--- src/rtl/mult_div.sv ---
// mult_div -- multi-cycle multiply/divide unit for the EX stage.
//
// Handles MULT, MULTU, DIV and DIVU. Signed operations run on operand
// magnitudes and the signs are fixed up when the result is written.
// Division is 32-step restoring division, one quotient bit per cycle.
// Division by zero completes in one cycle with {operand_1, 32'hFFFFFFFF}.
//
// Build option: define MULT_DIV_FAST_MUL_EN for a single-cycle registered
// 32x32 product; otherwise multiply is a 32-step shift-add over magnitudes.
//
// Ports:
//   clk        rising-edge clock
//   rst        asynchronous active-low reset
//   funct      funct field of the instruction in EX
//   operand_1  rs: multiplicand / dividend
//   operand_2  rt: multiplier / divisor
//   flush      abandons the operation in flight (priority over all else)
//   stall      external pipeline stall; holds DONE
//   done       registered result-valid flag
//   result     {hi, lo}: product, or {remainder, quotient}
module mult_div (
  input  logic        clk,
  input  logic        rst,
  input  logic [5:0]  funct,
  input  logic [31:0] operand_1,
  input  logic [31:0] operand_2,
  input  logic        flush,
  input  logic        stall,
  output logic        done,
  output logic [63:0] result
);

  localparam logic [5:0] FUNCT_MULT  = 6'h18;
  localparam logic [5:0] FUNCT_MULTU = 6'h19;
  localparam logic [5:0] FUNCT_DIV   = 6'h1A;
  localparam logic [5:0] FUNCT_DIVU  = 6'h1B;

  typedef enum logic [1:0] {IDLE, MUL, DIV, DONE} state_t;

  state_t      state;
  logic [5:0]  count;
  logic [31:0] a_reg;   // multiplier / dividend, shifts into product low / quotient
  logic [31:0] b_reg;   // multiplicand / divisor magnitude
  logic [31:0] p_reg;   // partial product high / partial remainder
  logic        neg_lo;  // negate product (mul) or quotient (div)
  logic        neg_hi;  // negate remainder (div)

  logic        is_mul;
  logic        is_div;
  logic        is_signed;
  logic [31:0] mag1;
  logic [31:0] mag2;

  logic [32:0] rem_shift;
  logic [33:0] rem_diff;
  logic        rem_ge;
  logic [31:0] div_p;
  logic [31:0] div_a;
  logic [31:0] quo_fin;
  logic [31:0] rem_fin;

  logic [32:0] mul_sum;
  logic [31:0] mul_p;
  logic [31:0] mul_a;
  logic [63:0] mul_res;

`ifdef MULT_DIV_FAST_MUL_EN
  logic [63:0] fast_prod;
`endif

  always_comb begin
    is_mul    = (funct == FUNCT_MULT) || (funct == FUNCT_MULTU);
    is_div    = (funct == FUNCT_DIV)  || (funct == FUNCT_DIVU);
    is_signed = (funct == FUNCT_MULT) || (funct == FUNCT_DIV);
    mag1      = (is_signed && operand_1[31]) ? -operand_1 : operand_1;
    mag2      = (is_signed && operand_2[31]) ? -operand_2 : operand_2;

    // Restoring division step: shift next dividend bit into the remainder,
    // subtract the divisor if it fits, and shift the outcome in as a quotient bit.
    rem_shift = {p_reg, a_reg[31]};
    rem_diff  = {1'b0, rem_shift} - {2'b00, b_reg};
    rem_ge    = ~rem_diff[33];
    div_p     = rem_ge ? rem_diff[31:0] : rem_shift[31:0];
    div_a     = {a_reg[30:0], rem_ge};
    quo_fin   = neg_lo ? -div_a : div_a;
    rem_fin   = neg_hi ? -div_p : div_p;

    // Shift-add step: add multiplicand when the current multiplier bit is set,
    // then shift {carry, p, a} right; after 32 steps {p, a} is the product.
    mul_sum   = {1'b0, p_reg} + (a_reg[0] ? {1'b0, b_reg} : 33'd0);
    mul_p     = mul_sum[32:1];
    mul_a     = {mul_sum[0], a_reg[31:1]};
    mul_res   = neg_lo ? -{mul_p, mul_a} : {mul_p, mul_a};

`ifdef MULT_DIV_FAST_MUL_EN
    fast_prod = $signed({{32{is_signed & operand_1[31]}}, operand_1}) *
                $signed({{32{is_signed & operand_2[31]}}, operand_2});
`endif
  end

  always_ff @(posedge clk or negedge rst) begin
    if (!rst) begin
      state  <= IDLE;
      done   <= 1'b0;
      result <= '0;
      count  <= '0;
      a_reg  <= '0;
      b_reg  <= '0;
      p_reg  <= '0;
      neg_lo <= 1'b0;
      neg_hi <= 1'b0;
    end else if (flush) begin
      state <= IDLE;
      done  <= 1'b0;
    end else begin
      case (state)
        IDLE: begin
          if (is_mul || is_div) begin
            a_reg  <= mag1;
            b_reg  <= mag2;
            p_reg  <= '0;
            count  <= '0;
            neg_lo <= is_signed & (operand_1[31] ^ operand_2[31]);
            neg_hi <= is_signed & operand_1[31];
            if (is_div && (operand_2 == '0)) begin
              result <= {operand_1, 32'hFFFF_FFFF};
              state  <= DONE;
              done   <= 1'b1;
            end else if (is_div) begin
              state <= DIV;
            end else begin
`ifdef MULT_DIV_FAST_MUL_EN
              result <= fast_prod;
              state  <= DONE;
              done   <= 1'b1;
`else
              state <= MUL;
`endif
            end
          end
        end
        MUL: begin
          a_reg <= mul_a;
          p_reg <= mul_p;
          count <= count + 6'd1;
          if (count == 6'd31) begin
            result <= mul_res;
            state  <= DONE;
            done   <= 1'b1;
          end
        end
        DIV: begin
          a_reg <= div_a;
          p_reg <= div_p;
          count <= count + 6'd1;
          if (count == 6'd31) begin
            result <= {rem_fin, quo_fin};
            state  <= DONE;
            done   <= 1'b1;
          end
        end
        DONE: begin
          if (!stall) begin
            state <= IDLE;
            done  <= 1'b0;
          end
        end
        default: begin
          state <= IDLE;
          done  <= 1'b0;
        end
      endcase
    end
  end

endmodule

--- config.mk ---
export PLATFORM = sky130hd
export DESIGN_NAME = mult_div
export DESIGN_NICKNAME = d
export VERILOG_FILES = /design/src/rtl/mult_div.sv
export SDC_FILE = /design/constraint.sdc
export NUM_CORES = 1
export LEC_CHECK = 0
export ABC_AREA = 0
export BUFFER_PORTS_ARGS = -buffer_cell sky130_fd_sc_hd__buf_2
export CORE_ASPECT_RATIO = 1.5
export CORE_MARGIN = 4
export CORE_UTILIZATION = 30
export DETAILED_ROUTE_END_ITERATION = 8
export HOLD_SLACK_MARGIN = 0.1
export PLACE_DENSITY = 0.46
export SLEW_MARGIN = 20
export SYNTH_ARGS = -nofsm -noshare
export SYNTH_HDL_FRONTEND = slang
export SYNTH_SLANG_ARGS = --single-unit
--- constraint.sdc ---
create_clock -name clk -period 5.75 [get_ports clk]
set_input_delay 0 -clock clk [delete_from_list [all_inputs] [get_ports clk]]
set_output_delay 0 -clock clk [all_outputs]
set_load 0.005 [all_outputs]
==> flow_summary.toml, run 1 <==
[run_status]
outcome = "finished, final reports clean"

[yosys]
yosysTopAreaCell = "dfrtp_1"
syn-instance-count = 2351
ys_seq_area_share_pct = 24.6
ys_seq_elements = 171
postSynthAreaPerCell_um2 = 7.39
syn_area_um2 = 17400
synth_top_area_share_pct = 24.6
yosys-top-cells-area = "dfrtp_1 (25%), xnor2_1 (7.8%), nand2_1 (7.1%)"
postSynth.asyncResetShare_pct = 100
synthFlopType = "dfrtp_1"
synth_cell_types = 86
synth_edf_count = 0
syn_nets = 2502
ys.warnings.count = 0

[power_and_ir_drop]
irDropWorstVdd_mv = 0.187
pwr_density_cell_nw_per_um2 = 417
p_leak_nw = 8.50

[cells_and_area]
layout-drive-gt1-share_pct = 11.0
utilization_pct = 35.5
diodes = 0
final_cells = 3242
largest_reg_flops = 64
final_nets = 2617
area_growth_pct = 16.7
fill_cells = 6133
regMostFlops = "result"

[critical_path]
cp_slowest_stage_delay_ps = 500
r2r-end = "result[56]"
cp-end-kind = "flop"
rr_startpoint = "p_reg[29]"
cp_max_fo = 8
reg2regPathDepth = 18
rrSetupSlack_ps = 330
crit_required_ps = 6090
path_cells = "ha_1, a21o_1, a211oi_1, o21ai_0, or3_1, o21a_2, inv_1, mux2i_1, ha_1, nand2_1, or4_1, o32ai_1, buf_4, o2111a_1, nand2_1, o21ai_0, xor2_1, o221ai_1"
critPathBufInv = 2
slowest_stage = "or3_1"
startpoint_type = "flop"
path_depth = 18
worst_ep_arrival_time_ps = 5770
cp-startpoint = "p_reg[29]"
worst-setup-path-type = "flop to flop"
critPathTopFamily = "compound AO/OA/AOI/OAI gates"
worstSetupEndpoint = "result[56]"

[cts]
cts_buffers = 17
clk_path_buf_depth = 2
cts.sinks = 171
hold_buffers = 86
cts_tree = "yes"
cts.repair.resized = 0
post_cts_buffers = 0
htreeDepth = 4
clock-root-buffer = "clkbuf_16"
clkTransAtPathRegs_ps = 80
clk_latency_ps = 490

[floorplan]
coreArea_um2 = 57000
start_util_pct = 30.4
rows = 107
die_x_um = 204
die-area_um2 = 61900
ioPinCount = 139
die_h_um = 303

[run]
cap_violations = 0

[placed_design]
place_congestion = 0.887
dp.cells = 3124
io_buffers = 138
post-dp-hpwl_mm = 55.0

[grt]
grtUsageTotal_pct = 22.5
grt_pass1_wl_mm = 109
grt_start_max_net_pins = 98
grt_pass1_vias = 18360
overflow = 0
antenna_found_initial = 1

[sta]
worstMarginPinSlew_ps = 979
post-route-period-util_pct = 94.3
clock_skew_ps = 19.3
finalMaxSlewViolations = 0
finalSetupTns_ps = 0
period_minus_slack_ps = 5420
setup_violations = 0
hold_ws_ps = 129
max-slew-margin-rel_pct = 34.3
hold_violations = 0
clock.fmax_mhz = 184
grt_setup_unrepaired = "no"

[route]
ant_nets = 0
drtPass1Iterations = 8
dr_total_vias = 18240
drcViolationCount = 0
vias_per_cell = 5.63
drt_iter0_markers = 1171
avgRoutedWirePerCell_um = 22.0
drt-total-wl_mm = 71.3

[hold_path]
hold_class = "primary input to asynchronous set/reset pin"
==> synthesized netlist by cell type, types with 10 or more instances <==
master	instances
inv_1	69
o31ai_1	73
ha_1	75
a31oi_1	29
a21o_1	20
or2_2	13
buf_2	11
buf_1	11
and3_1	21
nand2_1	330
a221oi_1	70
xnor2_1	154
a2bb2oi_1	10
o21ai_0	228
dfrtp_1	171
clkbuf_1	159
nand3_1	37
a21oi_1	120
nor3_1	59
o22ai_1	12
a22oi_1	27
nor2_1	213
or3_1	34
and2_1	18
mux2i_1	21
o211ai_1	25
a211oi_1	18
nor2b_1	12
or4_1	16
xor2_1	51
nand2b_1	22
o21a_1	13
nor4_1	27
nand4_1	21
==> stage by stage <==
| step | setup WS [ps] | instance area [um^2] | power (mW) |
|---|---|---|---|
| after floorplan | 610 | 17400 | 5.31 |
| after global placement | 490 | 18800 | 7.06 |
| after detailed placement | 357 | 18800 | 7.11 |
| after CTS | 329 | 20300 | 8.49 |
| after global routing | 65.0 | 20300 | 9.09 |
| final | 327 | 20300 | 8.46 |
==> per-layer routing <==
metal | wire length [um] | share of wire (%) | global-route usage (%) | up-vias
li1 | - | - | - | 8806
met1 | 28700 | 40 | 26.2 | 8839
met2 | 37700 | 53 | 42.5 | 486
met3 | 2500 | 3.5 | 2.33 | 109
met4 | 2460 | 3.4 | 8.20 | 0
met5 | 0 | 0 | 0 | -
==> power by group <==
part / leakage [nW] / total, mW / internal, mW / switching [mW]
Sequential: 2.18 / 2.14 / 1.64 / 0.493
Clock: 0.305 / 1.31 / 0.670 / 0.637
Combinational: 6.01 / 5.02 / 1.78 / 3.23
Total: 8.50 / 8.46 / 4.10 / 4.36
==> how the worst min path moves through the flow <==
stage                   from  slack, ps  endpoint  cells past startpoint
4_1_cts                  rst        170  b_reg[3]                      2
3_3_place_gp             rst        130  b_reg[3]                      1
3_5_place_dp             rst        160  b_reg[3]                      1
2_1_floorplan            rst       -300  a_reg[0]                      0
6_report                 rst        130  b_reg[2]                      2
5_1_grt        operand_2[31]        220      done                      5
==> layout by cell type, fill, tap and decap left out, types with 10 or more instances in the layout <==
cell	count
a211oi_1	18
a21o_1	20
a21oi_1	120
a221oi_1	70
a22oi_1	27
a2bb2oi_1	10
a31oi_1	29
and2_1	18
and3_1	21
buf_2	137
buf_4	52
clkbuf_16	17
dfrtp_1	170
dlygate4sd3_1	86
ha_1	72
inv_1	68
mux2i_1	21
nand2_1	330
nand2b_1	22
nand3_1	37
nand4_1	21
nor2_1	213
nor2b_1	12
nor3_1	58
nor4_1	27
o211ai_1	25
o21a_1	13
o21ai_0	228
o22ai_1	12
o31ai_1	73
or2_2	13
or3_1	33
or4_1	16
xnor2_1	154
xor2_1	51
==> cells by family after synthesis <==
group	Yosys count	share of synthesized area, %
AOI/OAI and AO/OA	749	28.5
xor gates and xnor gates	205	10.3
and+or+nand+nor	870	23.7
muxes	27	1.60
buffers and inverters	252	5.53
adders and majority gates	77	5.63
DFF	171	24.6
==> cell type report <==
class	instances	area, um^2	area share, %
Clock buffer	17	425	2.10
Clock inverter	15	198	0.975
Inverter	70	263	1.30
Multi-Input combinational cell	1928	12200	60.0
Sequential cell	171	4280	21.1
Tap cell	763	955	4.71
Timing Repair Buffer	278	1990	9.82
Note: power is estimated with default switching activity, not from simulation.
==> run 2, diff against run 1 <==
- clock period: 5.75 -> 5.8 ns (I/O delays scaled with it)
==> flow_summary.toml, run 2 (synthesis results as in run 1) <==
[run_status]
outcome = "finished, final reports clean"

[route]
drtPass1Iterations = 5
ant_nets = 0
drt-total-wl_mm = 71.9
vias_per_cell = 5.67
drt_iter0_markers = 1210
drcViolationCount = 0
dr_total_vias = 18414
avgRoutedWirePerCell_um = 22.1

[sta]
setup_violations = 0
post-route-period-util_pct = 92.2
grt_setup_unrepaired = "no"
max-slew-margin-rel_pct = 34.6
worstMarginPinSlew_ps = 974
period_minus_slack_ps = 5350
clock.fmax_mhz = 187
finalMaxSlewViolations = 0
hold_violations = 0
clock_skew_ps = 21.1
finalSetupTns_ps = 0
hold_ws_ps = 192

[placed_design]
post-dp-hpwl_mm = 55.3
place_congestion = 0.904
io_buffers = 138
dpl_cell_area_um2 = 18800

[cells_and_area]
layout_common_cells = "nand2_1 (330), o21ai_0 (228), nor2_1 (213), dfrtp_1 (170), xnor2_1 (154)"
area_growth_pct = 17.3
stdcell_area_um2 = 20400
diodes = 0
final_nets = 2621
final_common_cell = "nand2_1"
layout-drive-gt1-share_pct = 10.9
regMostFlops = "result"
largest_reg_flops = 64

[critical_path]
worst-setup-path-type = "flop to flop"
crit_required_ps = 6140
slowest_stage = "or3_1"
cp-end-kind = "flop"
cp_slowest_stage_delay_ps = 530
cp_max_fo = 8
startpoint_type = "flop"
path_cells = "ha_1, a21o_1, a211oi_1, o21ai_0, or3_1, o21a_2, inv_1, mux2i_1, ha_1, nand2_1, or4_1, o32ai_1, buf_4, o2111a_1, nand2_1, o21ai_0, xor2_1, o221ai_1"
worst_ep_arrival_time_ps = 5690

[power_and_ir_drop]
p_leak_nw = 8.53
power_mw = 8.48
irDropWorstVdd_mv = 0.265
pwr_density_cell_nw_per_um2 = 416

[floorplan]
rows = 107
ioPinCount = 139
die_h_um = 303
coreArea_um2 = 57000
die-area_um2 = 61900
die_x_um = 204
start_util_pct = 30.4

[cts]
post_cts_buffers = 0
clk_latency_ps = 490
clock-root-buffer = "clkbuf_16"
cts.repair.resized = 0
clkTransAtPathRegs_ps = 80
clk_path_buf_depth = 2
cts.sinks = 171
cts_tree = "yes"
htreeDepth = 4
hold_buffers = 92
cts_buffers = 17

[grt]
grt_start_max_net_pins = 108
overflow = 0
antenna_found_initial = 0
met1_usage_pct = 26.9
use_met3_pct = 2.31
grtUsageTotal_pct = 22.9
grt_pass1_vias = 18483
use_met2_pct = 41.9
busiest_layer = "met2"
grt_pass1_wl_mm = 111

[hold_path]
hold_class = "primary input to flop"

[run]
cap_violations = 0
run 2: cell count changes in the layout (fill, tap and decap cells not counted), moves of 2 or more:
cell and delta:
clkbuf_8 +2, inv_8 -7, buf_4 -2, clkinvlp_4 +2, bufinv_16 +3, dlygate4sd3_1 +6
run 2: worst paths after layout:
path / start / end / slack [ps] / cells past startpoint
max: p_reg[29] / result[56] / 450 / 18
min reg2reg: result[11] / result[11] / 470 / 2
max reg2reg: p_reg[29] / result[56] / 450 / 18
min: funct[5] / done / 190 / 7
max in group asynchronous: rst / result[51] / 4180 / 4
min in group asynchronous: rst / b_reg[4] / 580 / 3
run 2: stage by stage:
stage	util, %	worst slack [ps]	cells
final	35.7	454	3246
after global placement	32.9	587	3122
after CTS	35.7	443	3246
after global routing	35.7	58.8	3246
after detailed placement	32.9	440	3122
after floorplan	-	660	2351
run 2: power breakdown:
group,switching (mW),internal (mW),total [mW]
Combinational,3.22,1.76,4.98
Sequential,0.491,1.63,2.12
Clock,0.584,0.791,1.37
Total,4.29,4.18,8.48
run 2: final cells by class:
cell class / instances / area [um^2]
tap: 763 / 955
inverter: 70 / 263
sequential: 171 / 4280
fill: 6181 / 36700
multi-input combinational: 1928 / 12200
timing repair buffer: 282 / 2040
clock inverter: 13 / 213
clock buffer: 19 / 453
run 2: critical path: cells and delay by family, from the launching register on:
kind | cells | cell delay [ps]
xor gates and xnor gates | 1 | 180
AOI/OAI and AO/OA | 8 | 2010
muxes | 1 | 320
adders and majority gates | 2 | 590
DFF | 1 | 440
and+or+nand+nor | 4 | 1170
buffers and inverters | 2 | 490
run 2: routing by layer:
layer,vias up,routed length [um]
li1,8803,-
met1,8904,28500
met2,554,37000
met3,153,2840
met4,0,3520
met5,-,0
